<file path="src/rtl/bit_reverse_seq.sv">
// Handshaked bit-reversal engine: reverses the low m bits of an operand one bit per clock
// and zeroes everything above them. Requests enter on a valid/ready port, results leave on another.
module bit_reverse_seq #(
   parameter int W = 32
) (
   input  logic         clk,
   input  logic         rst,
   input  logic         in_valid,
   output logic         in_ready,
   input  logic [W-1:0] in_b,
   input  logic [W-1:0] in_m,
   output logic         out_valid,
   input  logic         out_ready,
   output logic [W-1:0] out_result,
   output logic         busy
);

   localparam int             CW    = $clog2(W + 1);
   localparam logic [W-1:0]   M_MAX = W[W-1:0];
   localparam logic [CW-1:0]  M_SAT = CW'(W);

   typedef enum logic [1:0] {
      IDLE,
      SHIFT,
      DONE
   } state_t;

   state_t        state_q, state_d;
   logic [W-1:0]  sh_q, sh_d;
   logic [W-1:0]  acc_q, acc_d;
   logic [CW-1:0] cnt_q, cnt_d;
   logic [CW-1:0] m_eff;

   // Requests longer than the operand saturate to a full-width reversal.
   assign m_eff = (in_m > M_MAX) ? M_SAT : in_m[CW-1:0];

   // NOTE: sequential state uses non-blocking assignments so every register samples
   // the pre-edge values of the others, independent of statement order.
   always_ff @(posedge clk) begin
      if (rst) begin
         state_q <= IDLE;
      end else begin
         state_q <= state_d;
      end
   end

   // NOTE: the datapath registers are reset too, so out_result reads 0 after reset.
   always_ff @(posedge clk) begin
      if (rst) begin
         sh_q  <= '0;
         acc_q <= '0;
         cnt_q <= '0;
      end else begin
         sh_q  <= sh_d;
         acc_q <= acc_d;
         cnt_q <= cnt_d;
      end
   end

   // NOTE: every signal driven here gets a default first, so no path can infer a latch.
   always_comb begin
      state_d = state_q;
      sh_d    = sh_q;
      acc_d   = acc_q;
      cnt_d   = cnt_q;
      unique case (state_q)
         IDLE: begin
            if (in_valid) begin
               sh_d    = in_b;
               acc_d   = '0;
               cnt_d   = m_eff;
               state_d = (m_eff == '0) ? DONE : SHIFT;
            end
         end
         SHIFT: begin
            acc_d = {acc_q[W-2:0], sh_q[0]};
            sh_d  = sh_q >> 1;
            cnt_d = cnt_q - CW'(1);
            if (cnt_q == CW'(1)) begin
               state_d = DONE;
            end
         end
         DONE: begin
            if (out_ready) begin
               state_d = IDLE;
            end
         end
         default: state_d = IDLE;
      endcase
   end

   // Handshake outputs decode state only; no input reaches an output combinationally.
   always_comb begin
      in_ready  = (state_q == IDLE);
      out_valid = (state_q == DONE);
      busy      = (state_q != IDLE);
   end

   assign out_result = acc_q;

endmodule

</file>
<file path="config.mk">
export PLATFORM = sky130hd
export DESIGN_NAME = bit_reverse_seq
export DESIGN_NICKNAME = d
export VERILOG_FILES = /design/src/rtl/bit_reverse_seq.sv
export SDC_FILE = /design/constraint.sdc
export NUM_CORES = 1
export LEC_CHECK = 0
export BUFFER_PORTS_ARGS = -buffer_cell sky130_fd_sc_hd__buf_2
export CORE_ASPECT_RATIO = 0.6
export CORE_MARGIN = 1.5
export CORE_UTILIZATION = 50
export CTS_CLUSTER_SIZE = 28
export DETAILED_ROUTE_END_ITERATION = 7
export PLACE_DENSITY_LB_ADDON = 0.05
export SLEW_MARGIN = 20
export SYNTH_ARGS = -nofsm -noshare
export SYNTH_HDL_FRONTEND = slang
export SYNTH_SLANG_ARGS = --single-unit
</file>
<file path="constraint.sdc">
create_clock -name clk -period 1.87 [get_ports clk]
set_input_delay 0.187 -clock clk [delete_from_list [all_inputs] [get_ports clk]]
set_output_delay 0.187 -clock clk [all_outputs]
set_load 0.01 [all_outputs]
</file>
* After elaboration in Yosys (flattened, before gate mapping)
Index checks and enable logic that the tools add are counted.
W data, S select, Z words.
** Storage, ports and cells
- Bits in registers :: 72
- Input bits :: 68
- Output and inout bits :: 35
- Logic and storage cells :: 30
** Operators by class
- $add $sub $neg :: 1
- Magnitude comparators :: 1
- Equality and inequality tests :: 6
- Muxes and demuxes :: 12
- Reductions and logical operators :: 6
** Operators by type and width (number)
- $pmux W32 S2 :: 2
- $mux W32 :: 2
- $gt A32 B6 Y1 const B :: 1
- $mux W6 :: 2
- $pmux W6 S2 :: 1
- $mux W2 :: 4
- $eq A6 B1 Y1 const B :: 1
- $logic_not A6 Y1 :: 1
- $pmux W2 S3 :: 1
- $sub A6 B1 Y6 const B :: 1
- $ne A2 B2 Y1 const B :: 2
- $reduce_bool A2 Y1 :: 2
- $reduce_and A3 Y1 :: 1
- $eq A2 B1 Y1 const B :: 1
- $eq A2 B2 Y1 const B :: 1
- $logic_not A2 Y1 :: 1
- $ne A2 B1 Y1 const B :: 1
- $reduce_and A2 Y1 :: 1

* Longest topological paths before layout
Gate-level depths: netlist (run 1).
- Depth in word-level cells :: 6
- Gate-level depth with buffers :: 6
- Depth with buffers taken out :: 6

* Worst setup path after synthesis (run 1)
Ideal clock, no wire load.
- Kind :: input to register
- Start point :: input port in_m[25]
- End point :: register state_q[1]
- Library setup time :: 0.103 ns
- Arrival :: 1.395 ns
- Required time :: 1.767 ns
- Setup slack :: 0.371 ns
- Cell stages on the path :: 5
- Path buffers :: 1
- Cell sequence :: nor4_1 -> nand4_1 -> or3_1 -> buf_2 -> a2111oi_2
** On the way
- Word-level cells in the longest chain between the ends :: 6
** RTL lines
- from (decl) :: RTL line 11 : input logic [W-1:0] in_m,
- $gt A32 B6 Y1 :: RTL line 35 : assign m_eff = (in_m > M_MAX) ? M_SAT : in_m[CW-1:0];
- $mux W6 :: RTL line 35
- $logic_not A6 Y1 :: RTL line 72 : state_d = (m_eff == '0) ? DONE : SHIFT;
- $mux W2 :: RTL line 72
- $mux W2 :: RTL line 68 : if (in_valid) begin
- $pmux W2 S3 :: RTL line 66 : unique case (state_q)
- to (signal assigned) :: RTL line 43 : state_q <= state_d;
- to (decl) :: RTL line 28 : state_t state_q, state_d;
No other way between the ends. The select of a mux whose other input is x is not followed.
A chain may end at the register's enable or synchronous reset.

* Worst setup path after layout (run 1)
- Start point :: register state_q[0]
- End point :: register sh_q[19]
** On the way
- Word-level cells in the longest chain between the ends :: 3
- Elaborated cells between the ends (all ways) :: 6
- Classes of those cells :: 2 x eq/ne; 1 x mux; 3 x reduce/logical
** RTL lines
- $eq A2 B1 Y1 / $logic_not A2 Y1 (equally long branches) :: RTL line 66
- $reduce_bool A2 Y1 (no line) / $ne A2 B2 Y1 (equally long branches)
- $reduce_and A2 Y1 (no line)
- to (signal assigned) :: RTL line 50 : sh_q <= '0;
- to (signal assigned) :: RTL line 54 : sh_q <= sh_d;
- to (decl) :: RTL line 29 : logic [W-1:0] sh_q, sh_d;
Parallel ways exist; a longest one is shown, timed or not.

==> flow_metrics.tcl, run 1 <==
set metrics [dict create \
    status "complete, no violations" \
    synth_seq_area_share_pct 47.4 \
    crit_path_start_kind "register" \
    critical_path_class "reg2reg" \
    setup-tns-final_ps 0 \
    power_leakage_uw 0.00170 \
    start_util_pct 53.1 \
    design.die.area_mm2 0.00657 \
    vdd_drop_max_uv 550 \
    synth_flop_cell "dfxtp_1" \
    cts-root-buf "clkbuf_8" \
    clk-insertion-delay-late_ps 350 \
    antenna_found_initial 0 \
    syn_inst 370 \
    drc 0 \
    first_pass_iters 4 \
    synthArstFlopShare_pct 0 \
    design_area_mm2 0.00389 \
    ctsHoldBuffers 0 \
    synthTopCellsByArea "dfxtp_1 47%, a311oi_1 8.9%, nor2_1 8.9%" \
    fp-row-count 21 \
    drtAntennaViolNets 0 \
    synth_top_area_share_pct 47.4 \
    gp_congestion 0.837 \
    mostFrequentLayoutCells "102 x buf_2, 72 x nor2_1, 72 x dfxtp_1" \
    cts_tree "done" \
    vias 3071 \
    antennaDiodeCount 0 \
    arrival_ps 1870 \
    port_buffers 102 \
    die-height_um 63.4 \
    grt_pass1_vias 2767 \
    slew_viol_final 0 \
    post-route-period-util_pct 86.7 \
    cp.required_ps 2120 \
    grt_max_degree 48 \
    min_path_type "in2reg" \
    synthesis.nets 440 \
    critPathMaxFanout 16 \
    synth.avg_cell_area_um2 8.22 \
    endpoint_kind "register" \
    rsz0062_at_grt "no" \
    max_slew_margin_pct 67.8 \
    hold_viol 0 \
    place_area_mm2 0.00367 \
    die_w_um 104 \
    final_common_cell "buf_2" \
    cts.sinks 72 \
    htreeDepth 3 \
    max_freq_mhz 616 \
    yosysTopAreaCell "dfxtp_1" \
    drive_gt1_share_pct 28.9 \
    max-clock-path-buffers 2 \
    nets 533 \
    overflow 0 \
    worst_slew_pin_slew_ps 483 \
    avgRoutedWirePerCell_um 14.3 \
    synth_area_mm2 0.00304 \
    synth_seq_cells 72 \
    place_hpwl_um 5350 \
    synth_edf_count 0 \
    setup_viol 0 \
    grt_pass1_wl_um 12800 \
    period_minus_slack_ps 1620 \
    powerDensity_mw_per_mm2 910 \
    drtIter0Drc 158 \
    drv_cap 0 \
    fin_skew_ps 6.96 \
    cts_resized 0 \
    avgViaCountPerCell 5.61 \
    wl_um 7800 \
    synth_cell_types 40 \
    synth_warnings 0 \
    cts-buffers-inserted 9 \
    num_io_pins 103 \
    path_clk_slew_ps 70 \
    grt_use_total_pct 24.3 \
    core_mm2 0.00573 \
    synthToLayoutAreaGrowth_pct 27.9 \
    cts_setup_buffers 0 \
]
## per-stage QoR
| step | utilization [%] | setup slack [ps] | hold slack, ps | total power (uW) | cells |
|---|---|---|---|---|---|
| final | 67.9 | 248 | 97.5 | 3540 | 547 |
| after global routing | 67.9 | 81.4 | 93.0 | 3710 | 547 |
| after CTS | 67.9 | 242 | 85.4 | 3560 | 547 |
| after detailed placement | 64.1 | 84.3 | 460 | 2220 | 532 |
| after global placement | 64.1 | 165 | 455 | 2210 | 532 |
| after floorplan | - | 371 | 349 | 2020 | 370 |
## power by group
| part | internal [uW] | switching (uW) |
|---|---|---|
| sequential | 1620 | 58.5 |
| clock | 779 | 569 |
| combinational | 219 | 294 |
## state kept, by name (all words and copies together), names as in the netlist
| name | flops |
|---|---|
| cnt_q | 6 |
| sh_q | 32 |
| out_result | 32 |
| state_q | 2 |
## layer usage
layer  global-route usage [%]  up-vias  share of wire (%)
li1                         -     1516                  -
met1                     31.5     1443                 47
met2                     38.3      106                 44
met3                     9.42        6                8.3
met4                     5.73        0               0.87
met5                        0        -                  0
## final timing paths
path	slack (ps)	end	startpoint	depth (start not counted)
worst max-delay path	250	sh_q[19]	state_q[0]	4
worst min-delay path	100	sh_q[4]	in_b[4]	3
worst max register to register	250	sh_q[19]	state_q[0]	4
worst min register to register	480	sh_q[27]	sh_q[28]	2
## synthesized netlist by cell type (2+ instances only)
master / n
a31oi_1: 2
o22ai_1: 3
clkbuf_1: 29
o2111ai_1: 3
a21oi_1: 5
nor2b_1: 3
inv_1: 6
buf_2: 3
nand2_1: 63
nor2_1: 72
dfxtp_1: 72
nor3_1: 3
o21ai_0: 6
ha_1: 2
nor4_1: 6
o21a_1: 2
a211oi_1: 2
nand2b_1: 3
a311oi_1: 31
a22oi_1: 33
and3_1: 2
## final cells by class
type                       count  area, um^2
fill                         500        1840
inverter                       6        22.5
clock buffer                  10         138
clock inverter                 5        81.3
timing repair buffer         115         646
multi-input combinational    259        1460
tap                           80         100
sequential                    72        1440
## cells by family after synthesis
group / after synthesis / share of synthesized area, %
AO/OA/AOI/OAI: 97 / 24.9
XOR/XNOR: 1 / 0.288
adder cells (fa/ha/maj): 2 / 0.823
buffers and inverters: 39 / 4.94
flip-flops: 72 / 47.4
AND/OR/NAND/NOR: 159 / 21.7
## critical path, stage by stage (launching register included)
cell and delay, ps:
dfxtp_1 510, o21ba_2 440, buf_4 260, nor2_1 60, a311oi_1 260
Note: power is estimated with default switching activity, not from simulation.
==> run 2, diff against run 1 <==
--- a/config.mk
+++ b/config.mk
@@ -5,6 +5,7 @@
 export SDC_FILE = /design/constraint.sdc
 export NUM_CORES = 1
 export LEC_CHECK = 0
+export ABC_AREA = 1
 export BUFFER_PORTS_ARGS = -buffer_cell sky130_fd_sc_hd__buf_2
 export CORE_ASPECT_RATIO = 0.6
 export CORE_MARGIN = 1.5
==> constraint.sdc (replaced) <==
create_clock -name clk -period 1.87 [get_ports clk]
set_input_delay 0.0935 -clock clk [delete_from_list [all_inputs] [get_ports clk]]
set_output_delay 0.0935 -clock clk [all_outputs]
set_load 0.01 [all_outputs]
==> run 2 against run 1 <==
Flip-flop and latch count stayed put; register-to-register slack better by 100 ps; highest routed layer unchanged; critical endpoint is now cnt_q[3]; core utilization is 4.4 points lower; area after synthesis up 4.6%.
==> flow_metrics.tcl, run 2 <==
set metrics [dict create \
    synth_edf_count 0 \
    synth_seq_cells 72 \
    synthToLayoutAreaGrowth_pct 22.7 \
    drv_cap 0 \
    cts_resized 0 \
    nets 609 \
    grt_max_degree 71 \
    grt_use_total_pct 22.4 \
    hold_viol 0 \
    synth_common_cells "152 x nand2_1, 72 x dfxtp_1, 42 x a21oi_1" \
    cp.required_ps 2080 \
    num_io_pins 103 \
    synth_flop_cell "dfxtp_1" \
    synth_seq_area_share_pct 45.3 \
    critical_path_class "reg2reg" \
    status "complete, no violations" \
    drtAntennaViolNets 0 \
    powerDensity_mw_per_mm2 1290 \
    endpoint_kind "register" \
    final_common_cell "nand2_1" \
    start_util_pct 51.8 \
    vdd_drop_max_uv 560 \
    drive_gt1_share_pct 24.1 \
    cts_setup_buffers 0 \
    synth.avg_cell_area_um2 7.11 \
    cts-root-buf "clkbuf_8" \
    worst_slew_pin_slew_ps 613 \
    core_mm2 0.00614 \
    first_pass_iters 4 \
    grt_pass1_vias 2699 \
    max_freq_mhz 657 \
    wl_um 7540 \
    mostFrequentLayoutCells "152 x nand2_1, 102 x buf_2, 72 x dfxtp_1" \
    min_path_type "in2reg" \
    place_hpwl_um 5080 \
    avgRoutedWirePerCell_um 12.0 \
    fin_skew_ps 8.22 \
    r2r_start "state_q[0]" \
    drc 0 \
    critPathMaxFanout 39 \
    design_area_mm2 0.00390 \
    place_area_mm2 0.00368 \
    htreeDepth 3 \
    synthesis.nets 517 \
    multi_input_area_mm2 0.00150 \
    synth_warnings 0 \
    yosysTopAreaCell "dfxtp_1" \
    die-height_um 64.8 \
    rr_worst_depth 7 \
    vias 3111 \
    synth_cell_types 24 \
    die_w_um 106 \
    rsz0062_at_grt "no" \
    clk-insertion-delay-late_ps 340 \
    period_minus_slack_ps 1520 \
    port_buffers 102 \
    post-route-period-util_pct 81.3 \
    power_leakage_uw 0.00169 \
    crit_path_start_kind "register" \
    max_slew_margin_pct 59.1 \
    synth_area_mm2 0.00318 \
    r2r_end "cnt_q[3]" \
    regArea_mm2 0.00144 \
    cts.sinks 72 \
    cts-buffers-inserted 9 \
    slew_viol_final 0 \
    setup-tns-final_ps 0 \
    design.die.area_mm2 0.00686 \
    cts_tree "done" \
    synthTopCellsByArea "dfxtp_1 45%, nand2_1 18%, a21oi_1 6.6%" \
    nFillCells 573 \
    antenna_found_initial 0 \
    worst-r2r-setup-slack_ps 350 \
    gp_congestion 0.766 \
    path_clk_slew_ps 80 \
    setup_viol 0 \
    max-clock-path-buffers 2 \
    cp-startpoint "state_q[0]" \
    avgViaCountPerCell 4.95 \
    cp-endpoint "cnt_q[3]" \
    grt_pass1_wl_um 12200 \
    syn_inst 447 \
    drtIter0Drc 205 \
    arrival_ps 1730 \
    synth_top_area_share_pct 45.3 \
    fp-row-count 22 \
    synthArstFlopShare_pct 0 \
    yosysMostFrequentCell "nand2_1" \
    overflow 0 \
    antennaDiodeCount 0 \
]
==> run 2: worst min-delay path by stage <==
stage / from / end / slack, ps / depth (start not counted)
4_1_cts: in_b[8] / sh_q[8] / 0.3 / 3
5_1_grt: in_b[4] / sh_q[4] / 2 / 3
3_3_place_gp: in_b[16] / sh_q[16] / 360 / 3
3_5_place_dp: in_b[14] / sh_q[14] / 370 / 3
2_1_floorplan: in_m[0] / cnt_q[0] / 250 / 2
6_report: in_b[20] / sh_q[20] / 20 / 3
==> run 2: kinds of logic (layout without fill, tap and decap cells) <==
kind of cell	count (synthesis)	count (layout)	synth area share, %
flops	72	72	45.3
fa+ha+maj	2	2	0.787
xor+xnor	2	2	0.551
simple gates	208	208	26.1
compound gates	117	117	19.8
buf+inv	46	143	7.48
==> run 2: repair_timing <==
item,CTS,global route
hold buffers,2,0
endpoints found under the setup margin,0,0
endpoints found under the hold margin,2,0
==> run 2: through the flow <==
step / total power, uW / worst slack [ps] / hold WS (ps) / instances / util [%]
floorplan: 3510 / 631 / 252 / 447 / -
global placement: 3790 / 392 / 364 / 610 / 60.0
detailed placement: 3830 / 353 / 369 / 610 / 60.0
CTS: 5070 / 327 / 0.289 / 628 / 63.5
global route: 5410 / 186 / 2.38 / 628 / 63.5
finish: 5040 / 349 / 17.5 / 628 / 63.5
==> run 2: worst max-delay path, stage by stage, from the launching register on <==
cell and delay, ps:
dfxtp_1 490, inv_2 80, nor2_4 140, inv_2 260, o21ai_0 240, inv_1 50, nand2_1 60, a21oi_1 60
==> run 2: layout make-up <==
| cell class | instances | area share [%] |
|---|---|---|
| flip-flops and latches | 72 | 37.0 |
| clock buffers | 11 | 3.63 |
| inverters | 16 | 1.54 |
| clock inverters | 5 | 1.44 |
| well taps | 84 | 2.69 |
| multi-input cells | 329 | 38.5 |
| repair buffers | 111 | 15.3 |
==> run 2: routing by layer <==
layer	part of all wire, %	wire length (um)	track usage [%]
met5	0	0	0
met4	0.25	19	5.24
met3	6.2	470	7.14
met2	42	3170	33.6
met1	51	3870	31.3
==> run 2: report_power, final <==
part / total (uW) / leakage (uW) / internal [uW] / switching, uW
clock network: 1230 / 0.0000993 / 651 / 579
logic: 1740 / 0.00101 / 582 / 1160
registers: 2070 / 0.000590 / 1870 / 199
